**src/rtl/pkt_buff_ring_alloc_pkg.sv**
```systemverilog
// Shared defaults for the L1 packet-buffer ring allocator.
package pkt_buff_ring_alloc_pkg;

    localparam int unsigned DefaultBuffMemLength = 512;
    localparam int unsigned DefaultMemSlotSize   = 64;

endpackage

```
**src/rtl/pkt_buff_ring_alloc.sv**
```systemverilog
// Ring-buffer allocator for the cluster L1 packet buffer: hands out contiguous
// slot regions at the tail and retires freed regions in order from the head.
module pkt_buff_ring_alloc
    import pkt_buff_ring_alloc_pkg::*;
#(
    parameter int unsigned BuffMemLength = DefaultBuffMemLength,
    parameter int unsigned MemSlotSize   = DefaultMemSlotSize,
    localparam int unsigned SW           = $clog2(BuffMemLength)
) (
    input  logic          clk_i,
    input  logic          rst_ni,
    input  logic          alloc_valid_i,
    output logic          alloc_ready_o,
    input  logic [SW:0]   alloc_size_i,
    output logic [SW-1:0] alloc_index_o,
    input  logic          free_valid_i,
    input  logic [SW-1:0] free_index_i,
    input  logic [SW:0]   free_size_i,
    output logic [SW:0]   free_space_o
);

    localparam int unsigned N         = BuffMemLength / MemSlotSize;
    localparam int unsigned IW        = $clog2(N);
    localparam int unsigned CW        = IW + 1;
    localparam int unsigned SlotShift = $clog2(MemSlotSize);
    localparam int unsigned KW        = SW + 2 - SlotShift;

    typedef logic [IW-1:0] slot_idx_t;
    typedef logic [CW-1:0] slot_cnt_t;

    // Byte count to slot count, rounded up; wide enough for any input value.
    function automatic logic [KW-1:0] to_slots(input logic [SW:0] bytes);
        logic [SW+1:0] rounded;
        rounded = (SW+2)'(bytes) + (SW+2)'(MemSlotSize - 1);
        return KW'(rounded >> SlotShift);
    endfunction

    slot_idx_t    head_q;
    slot_idx_t    tail_q;
    slot_cnt_t    used_q;
    slot_cnt_t    len_q [N];
    logic [N-1:0] freed_q;

    logic          empty;
    logic          full;
    slot_idx_t     head_eff;
    slot_idx_t     tail_eff;
    slot_cnt_t     tail_room;
    slot_cnt_t     fs_slots;
    logic [KW-1:0] alloc_slots_w;
    logic [KW-1:0] free_slots_w;
    slot_cnt_t     alloc_k;
    logic          alloc_wrap;
    logic          alloc_fire;
    slot_idx_t     alloc_start;
    slot_cnt_t     alloc_delta;
    logic          free_fire;
    slot_idx_t     free_slot;
    logic          retire;
    slot_cnt_t     retire_len;
    slot_cnt_t     used_d;

    // An empty ring always restarts at slot 0, whatever the stale pointers say.
    assign empty     = (used_q == '0);
    assign full      = (used_q == CW'(N));
    assign head_eff  = empty ? '0 : head_q;
    assign tail_eff  = empty ? '0 : tail_q;
    assign tail_room = CW'(N) - CW'(tail_eff);

    // Largest contiguous run: either after the tail or, by wrapping, before the head.
    always_comb begin
        fs_slots = '0;
        if (empty) begin
            fs_slots = CW'(N);
        end else if (full) begin
            fs_slots = '0;
        end else if (tail_eff > head_eff) begin
            fs_slots = (tail_room > CW'(head_eff)) ? tail_room : CW'(head_eff);
        end else if (tail_eff < head_eff) begin
            fs_slots = CW'(head_eff) - CW'(tail_eff);
        end
    end

    assign free_space_o  = (SW+1)'(fs_slots) << SlotShift;
    assign alloc_ready_o = (alloc_size_i <= free_space_o);

    assign alloc_slots_w = to_slots(alloc_size_i);
    assign alloc_k       = CW'(alloc_slots_w);
    assign alloc_wrap    = !empty && (tail_eff > head_eff) && (alloc_k > tail_room);
    assign alloc_start   = alloc_wrap ? '0 : tail_eff;
    assign alloc_index_o = SW'(alloc_start) << SlotShift;
    assign alloc_fire    = alloc_valid_i && alloc_ready_o && (alloc_slots_w != '0);
    // A wrap also consumes the unusable tail slots as a pre-freed padding entry.
    assign alloc_delta   = alloc_wrap ? (tail_room + alloc_k) : alloc_k;

    assign free_slots_w  = to_slots(free_size_i);
    assign free_fire     = free_valid_i && (free_slots_w != '0);
    assign free_slot     = IW'(free_index_i >> SlotShift);

    assign retire        = !empty && freed_q[head_q];
    assign retire_len    = len_q[head_q];

    assign used_d = used_q + (alloc_fire ? alloc_delta : '0) - (retire ? retire_len : '0);

    always_ff @(posedge clk_i or negedge rst_ni) begin
        if (!rst_ni) begin
            head_q  <= '0;
            tail_q  <= '0;
            used_q  <= '0;
            freed_q <= '0;
            len_q   <= '{default: '0};
        end else begin
            used_q <= used_d;
            if (retire) begin
                head_q          <= head_q + IW'(retire_len);
                freed_q[head_q] <= 1'b0;
            end else if (alloc_fire && empty) begin
                head_q <= '0;
            end
            if (free_fire) begin
                freed_q[free_slot] <= 1'b1;
            end
            if (alloc_fire) begin
                if (alloc_wrap) begin
                    len_q[tail_eff]   <= tail_room;
                    freed_q[tail_eff] <= 1'b1;
                    len_q[0]          <= alloc_k;
                    freed_q[0]        <= 1'b0;
                    tail_q            <= IW'(alloc_k);
                end else begin
                    len_q[alloc_start]   <= alloc_k;
                    freed_q[alloc_start] <= 1'b0;
                    tail_q               <= tail_eff + IW'(alloc_k);
                end
            end
        end
    end

    // Requests that do not fit are dropped; flag them in simulation.
    assert property (@(posedge clk_i) disable iff (!rst_ni) alloc_valid_i |-> alloc_ready_o);

endmodule

```
**config.mk**
```make
export PLATFORM = sky130hd
export DESIGN_NAME = pkt_buff_ring_alloc
export DESIGN_NICKNAME = d
export VERILOG_FILES = /design/src/rtl/pkt_buff_ring_alloc_pkg.sv /design/src/rtl/pkt_buff_ring_alloc.sv
export SDC_FILE = /design/constraint.sdc
export NUM_CORES = 1
export LEC_CHECK = 0
export ABC_AREA = 1
export ABC_CLOCK_PERIOD_IN_PS = 6250
export BUFFER_PORTS_ARGS = -buffer_cell sky130_fd_sc_hd__buf_2
export CAP_MARGIN = 10
export CORE_UTILIZATION = 30
export CTS_CLUSTER_DIAMETER = 150
export DETAILED_ROUTE_END_ITERATION = 8
export GPL_TIMING_DRIVEN = 0
export PLACE_DENSITY_LB_ADDON = 0.15
export SLEW_MARGIN = 20
export SYNTH_ARGS = -nofsm -noshare
export SYNTH_HDL_FRONTEND = slang
export SYNTH_SLANG_ARGS = --single-unit
```
**constraint.sdc**
```tcl
create_clock -name clk_i -period 6.25 [get_ports clk_i]
set_input_delay 0.3125 -clock clk_i [delete_from_list [all_inputs] [get_ports clk_i]]
set_output_delay 0.3125 -clock clk_i [all_outputs]
set_load 0.05 [all_outputs]
```
After elaboration in Yosys (flattened, before gate mapping):

Cells that the tools add are included.

* bits in registers: 50
* bits of input ports: 33
* output and inout port bits: 20
* logic and storage cells: 105

* $add $sub $neg: 9
* $lt $le $gt $ge: 18
* equal/unequal tests: 1
* mux-type cells: 38
* bitwise operators: 9
* reduce and logical (&&, ||, !) cells: 18

Operator list (number)
* 32-bit bitwise mux: 2
* 4-bit 2-to-1 mux: 12
* 32-bit 2-to-1 mux: 1
* 8-bit 2-to-1 mux: 4
* 4-bit demux with 3-bit select: 2
* 10-bit by 6-bit adder with 11-bit output, second input constant: 2
* 3-bit 2-to-1 mux: 6
* 8-bit bitwise AND: 2
* 3-bit by 4-bit < comparator with 1-bit output, second input constant: 4
* 8-bit NOT: 2
* 8-bit bitwise OR: 2
* 1-bit logical AND: 13
* 4-bit binary-select mux with 3-bit select: 1
* 1-bit demux with 3-bit select: 4
* 3-bit by 1-bit >= comparator with 1-bit output, second input constant: 4
* 4-bit >= comparator, second input constant: 3
* 3-bit NOT with 4-bit output: 3
* 10-bit <= comparator: 1
* 5-bit nonzero test: 2
* 4-bit adder: 2
* 4-bit by 1-bit < comparator with 1-bit output, second input constant: 2
* 3-bit adder: 2
* 1-bit 2-to-1 mux: 5
* 4-bit == test, second input constant: 1
* 11 further kinds: 11

Depth between registers and ports, before layout:

* word-level depth: 14
* depth in mapped cells: 38

Least setup slack after synthesis:

Ideal clock, no wire load.

* kind: flip-flop to flip-flop
* from: register used_q[0]
* to: register used_q[3]
* setup time: 0.118 ns
* arrival time: 5.533 ns
* path slack: 0.599 ns
* cell stages (with the launch flop): 35
* buffers on the path: 1
* cells stage by stage: dfrtp_1 -> nor2_4 -> nand2_4 -> inv_4 -> nor2_4 -> inv_4 -> ha_1 -> xnor2_1 -> inv_1 -> ha_1 -> nand2_1 -> nor2_1 -> nand3_1 -> nand2_1 -> o21ai_0 -> a21oi_1 -> ha_1 -> nor2_1 -> o21ai_0 -> nand2_1 -> a21boi_1 -> nand2_4 -> inv_2 -> buf_4 -> nand2_1 -> fa_1 -> inv_1 -> ha_1 -> a21oi_1 -> nand2_1 -> xnor2_1 -> o21bai_1 -> nand2_1 -> nand4_1 -> nand2_1

* word-level cells in the longest chain between the ends: 14

RTL lines
* start, declared: RTL line pkt_buff_ring_alloc.sv:40 `slot_cnt_t used_q;`
* start signal, assigned: RTL line pkt_buff_ring_alloc.sv:113 `used_q <= used_d;`
* 4-bit zero test: RTL line pkt_buff_ring_alloc.sv:64 `assign empty = (used_q == '0);`
* 3-bit 2-to-1 mux: RTL line pkt_buff_ring_alloc.sv:67 `assign tail_eff = empty ? '0 : tail_q;`
* 4-bit by 3-bit subtractor with 4-bit output: RTL line pkt_buff_ring_alloc.sv:68 `assign tail_room = CW'(N) - CW'(tail_eff);`
* 4-bit by 3-bit greater-than comparator with 1-bit output: RTL line pkt_buff_ring_alloc.sv:78 `fs_slots = (tail_room > CW'(head_eff)) ? tail_room : CW'(head_eff);`
* 4-bit 2-to-1 mux: RTL line pkt_buff_ring_alloc.sv:78
* 4-bit 2-to-1 mux: RTL line pkt_buff_ring_alloc.sv:77 `end else if (tail_eff > head_eff) begin`
* 4-bit 2-to-1 mux: RTL line pkt_buff_ring_alloc.sv:75 `end else if (full) begin`
* 4-bit 2-to-1 mux (*): RTL line pkt_buff_ring_alloc.sv:73 `if (empty) begin`
* via free_space_o[6]: RTL line pkt_buff_ring_alloc.sv:19 `output logic [SW:0] free_space_o`
* 10-bit <= comparator (*): RTL line pkt_buff_ring_alloc.sv:85 `assign alloc_ready_o = (alloc_size_i <= free_space_o);`
* 1-bit logical AND (*) (2 in series): RTL line pkt_buff_ring_alloc.sv:92 `assign alloc_fire = alloc_valid_i && alloc_ready_o && (alloc_slots_w != '0);`
* 4-bit 2-to-1 mux (*): RTL line pkt_buff_ring_alloc.sv:103 `assign used_d = used_q + (alloc_fire ? alloc_delta : '0) - (retire ? retire_len : '0);`
* 4-bit adder (*): RTL line pkt_buff_ring_alloc.sv:103
* 4-bit subtractor (*): RTL line pkt_buff_ring_alloc.sv:103
* via used_d[3]: RTL line pkt_buff_ring_alloc.sv:61 `slot_cnt_t used_d;`

The timed path passes the listed nets; every way through them passes the cells marked *.
A chain may end at the register's enable or synchronous reset.

Worst setup path after layout:

* from: register used_q[2]
* to: register used_q[3]

* word-level cells in the longest chain between the ends: 14

RTL lines (RTL line)
* 4-bit zero test: pkt_buff_ring_alloc.sv:64
* 3-bit 2-to-1 mux: pkt_buff_ring_alloc.sv:67
* 4-bit by 3-bit subtractor with 4-bit output: pkt_buff_ring_alloc.sv:68
* 4-bit by 3-bit greater-than comparator with 1-bit output: pkt_buff_ring_alloc.sv:78
* 4-bit 2-to-1 mux: pkt_buff_ring_alloc.sv:78
* 4-bit 2-to-1 mux: pkt_buff_ring_alloc.sv:77
* 4-bit 2-to-1 mux: pkt_buff_ring_alloc.sv:75
* 4-bit 2-to-1 mux: pkt_buff_ring_alloc.sv:73
* 10-bit <= comparator: pkt_buff_ring_alloc.sv:85
* 1-bit logical AND (2 in series): pkt_buff_ring_alloc.sv:92
* 4-bit 2-to-1 mux: pkt_buff_ring_alloc.sv:103
* 4-bit adder: pkt_buff_ring_alloc.sv:103
* 4-bit subtractor (*): pkt_buff_ring_alloc.sv:103
* via used_d[3]: pkt_buff_ring_alloc.sv:61

Marked as above.

==> out/qor.yml <==
clock_network:
  cts_setup_buffers: 0
  cts_buffers: 5
  cts_root_buffer: "clkbuf_16"
  htree_levels: 2
  cts_hold_buf: 0
  clk_latency_ns: 0.29
  clock_path_buffers: 2
  ctsResizeCount: 0
  clock-sinks: 50
  path_clk_slew_ns: 0.07
  cts_tree: "done"
run:
  cap_violations: 0
yosys:
  ys_warn_count: 0
  syn_area_per_cell_um2: 7.26
  syn-cell-area_mm2: 0.00408
  synth.ff_latch_count: 50
  ys_seq_area_share_pct: 30.7
  ys_types: 43
  netlist_instances: 562
setup_path:
  start_kind: "flop"
  slowest_stage: "fa_1"
  crit_path_max_fanout: 12
  cpPeakStageDelay_ns: 0.49
  crit_type: "reg -> reg"
  rr_startpoint: "used_q[2]"
  cp_common_cell: "nand2_1"
  r2r_slack_ns: 0.49
  arrival_ns: 5.95
  crit_path_end_kind: "flop"
  required_ns: 6.44
  r2r_end: "used_q[3]"
  r2r_cells: 35
route:
  wirelength_mm: 12.0
  vias: 3765
  drcViolationCount: 0
  wire_per_inst_um: 15.1
  initialDrtViolationCount: 195
  via_per_inst: 4.76
  ant_nets: 0
  firstDrtPassIters: 5
final_layout:
  diodes: 0
  nets: 675
  drive_gt1_share_pct: 17.4
  fillers: 1483
  area_growth_pct: 15.1
  multiInputGateArea_mm2: 0.00232
  ff_latch_area_mm2: 0.00125
timing:
  min_period_ns: 5.76
  rsz0062_at_grt: "false"
  finalClockSkew_ns: 0.00355
  timing.setup.tns_ns: 0
  max_slew_margin_pct: 57.1
  tightest_slew_ns: 0.644
  fmax_mhz: 173
  maxSlewViolCount: 0
  final.period_utilization_pct: 92.2
  hold_viol_final: 0
  setup_violations: 0
floorplan:
  core_area_mm2: 0.0132
  io_pins: 53
  die_area_mm2: 0.0141
  die_w_um: 119
  die_h_um: 119
  start_util_pct: 30.8
  num_rows: 42
global_routing:
  grt_max_degree: 51
  grt_util_all_layers_pct: 17.7
  gr-total-overflow: 0
  grt_pass1_vias: 3621
  grt_pass1_wl_mm: 19.2
  antenna_found_initial: 0
place:
  routabilityCongestion: 0.830
  io_buffers: 34
  dpl.hpwl_mm: 9.57
run_status:
  outcome: "completed"
worst_hold_path:
  hp-class: "in -> async"
registers in the layout, indices dropped and copies added (netlist names):
signal,flops
len_q,32
tail_q,3
used_q,4
head_q,3
freed_q,8
Yosys cell counts:
cell	number	area share [%]
a21boi_2	2	0.55
dfrtp_1	50	31
buf_12	1	0.49
nor2_4	6	1.7
a221oi_1	6	1.3
xor2_1	4	0.86
or2_2	2	0.31
nand3_1	40	4.9
inv_1	90	8.3
nand2_4	3	0.83
nand3b_1	3	0.55
nand4_1	13	2.0
nor2_2	7	1.1
a22oi_1	1	0.18
nand3_4	1	0.43
nor3_4	2	0.80
inv_4	3	0.46
o21ai_1	4	0.49
o211ai_1	1	0.18
o21ai_0	32	3.9
a2bb2oi_1	1	0.21
inv_2	5	0.46
buf_4	16	2.9
and2_1	1	0.15
fa_1	6	2.9
a21boi_0	1	0.18
o21a_1	4	0.74
o22ai_1	13	2.0
nor4_1	1	0.15
nor3_2	2	0.49
buf_2	2	0.25
a41oi_1	1	0.21
buf_6	3	0.83
o21bai_1	1	0.18
ha_1	22	6.7
nor2_1	35	3.2
a21boi_1	3	0.55
xnor2_1	6	1.3
nor3_1	4	0.49
nand2_1	139	13
conb_1	1	0.092
nand2_2	7	1.1
a21oi_1	17	2.1
metal layers:
metal	global-route usage [%]	routed length, um	up-vias
met4	6.88	361	0
met5	0	0	-
met2	28.6	5440	103
li1	-	-	1896
met3	1.98	555	23
met1	24.1	5610	1743
through the flow:
| stage | instances | hold slack, ns | utilization [%] | cell area [um2] | setup WS (ns) |
|---|---|---|---|---|---|
| 2_1_floorplan | 573 | 0.0169 | - | 4120 | 0.599 |
| 3_3_place_gp | 783 | 0.469 | 34.1 | 4510 | 0.433 |
| 3_5_place_dp | 783 | 0.389 | 34.1 | 4510 | 0.366 |
| 4_1_cts | 791 | 0.0729 | 35.4 | 4680 | 0.346 |
| 5_1_grt | 791 | 0.0901 | 35.5 | 4700 | 0.0117 |
| 6_report | 791 | 0.0320 | 35.5 | 4700 | 0.486 |
worst max path at each step:
stage / slack [ns] / startpoint / to
4_1_cts: 0.35 / used_q[1] / used_q[3]
3_3_place_gp: 0.43 / used_q[1] / used_q[3]
3_5_place_dp: 0.37 / used_q[2] / used_q[3]
5_1_grt: 0.01 / used_q[1] / used_q[3]
2_1_floorplan: 0.60 / used_q[0] / used_q[3]
6_report: 0.49 / used_q[2] / used_q[3]
critical path, delay by kind of cell (launching register included):
kind	cells	cell delay [ns]
AO/OA/AOI/OAI	4	0.65
XOR/XNOR	1	0.25
adder cells (fa/ha/maj)	6	1.86
buffers and inverters	8	0.82
flip-flops	1	0.39
AND/OR/NAND/NOR	16	1.66
cell families after synthesis:
family / share of synthesized area (%)
xor gates and xnor gates: 2.15
and+or+nand+nor: 30.9
DFF: 30.7
AOI/OAI and AO/OA: 12.8
adders and majority gates: 9.69
other: 0.0919
buffers and inverters: 13.7
area by class of cell:
class / instances / share of cell area [%]
Multi-Input combinational cell: 403 / 49.5
Sequential cell: 50 / 26.6
Inverter: 98 / 7.99
Tap cell: 176 / 4.69
Buffer: 22 / 3.92
Timing Repair Buffer: 34 / 3.68
Clock buffer: 5 / 2.66
Clock inverter: 3 / 0.932
layout by cell type, fill, tap and decap left out, types with 4 or more instances in the layout:
master	synthesis	final
inv_1	90	90
fa_1	6	6
a21oi_1	17	17
inv_2	5	5
o21ai_0	32	32
xor2_1	4	4
nor3_1	4	4
xnor2_1	6	5
a221oi_1	6	6
nand4_1	13	13
nor2_4	6	6
nand2_1	139	139
nor2_2	7	8
dfrtp_1	50	50
conb_1	1	12
buf_4	16	17
nor2_1	35	34
clkbuf_16	0	5
o21a_1	4	4
ha_1	22	22
nand2_2	7	7
o21ai_1	4	4
o22ai_1	13	13
buf_2	2	35
nand3_1	40	40
Power is left out: the tool's default activity adds up to more than one toggle a clock period on the data nets, which glitch-free logic cannot reach.
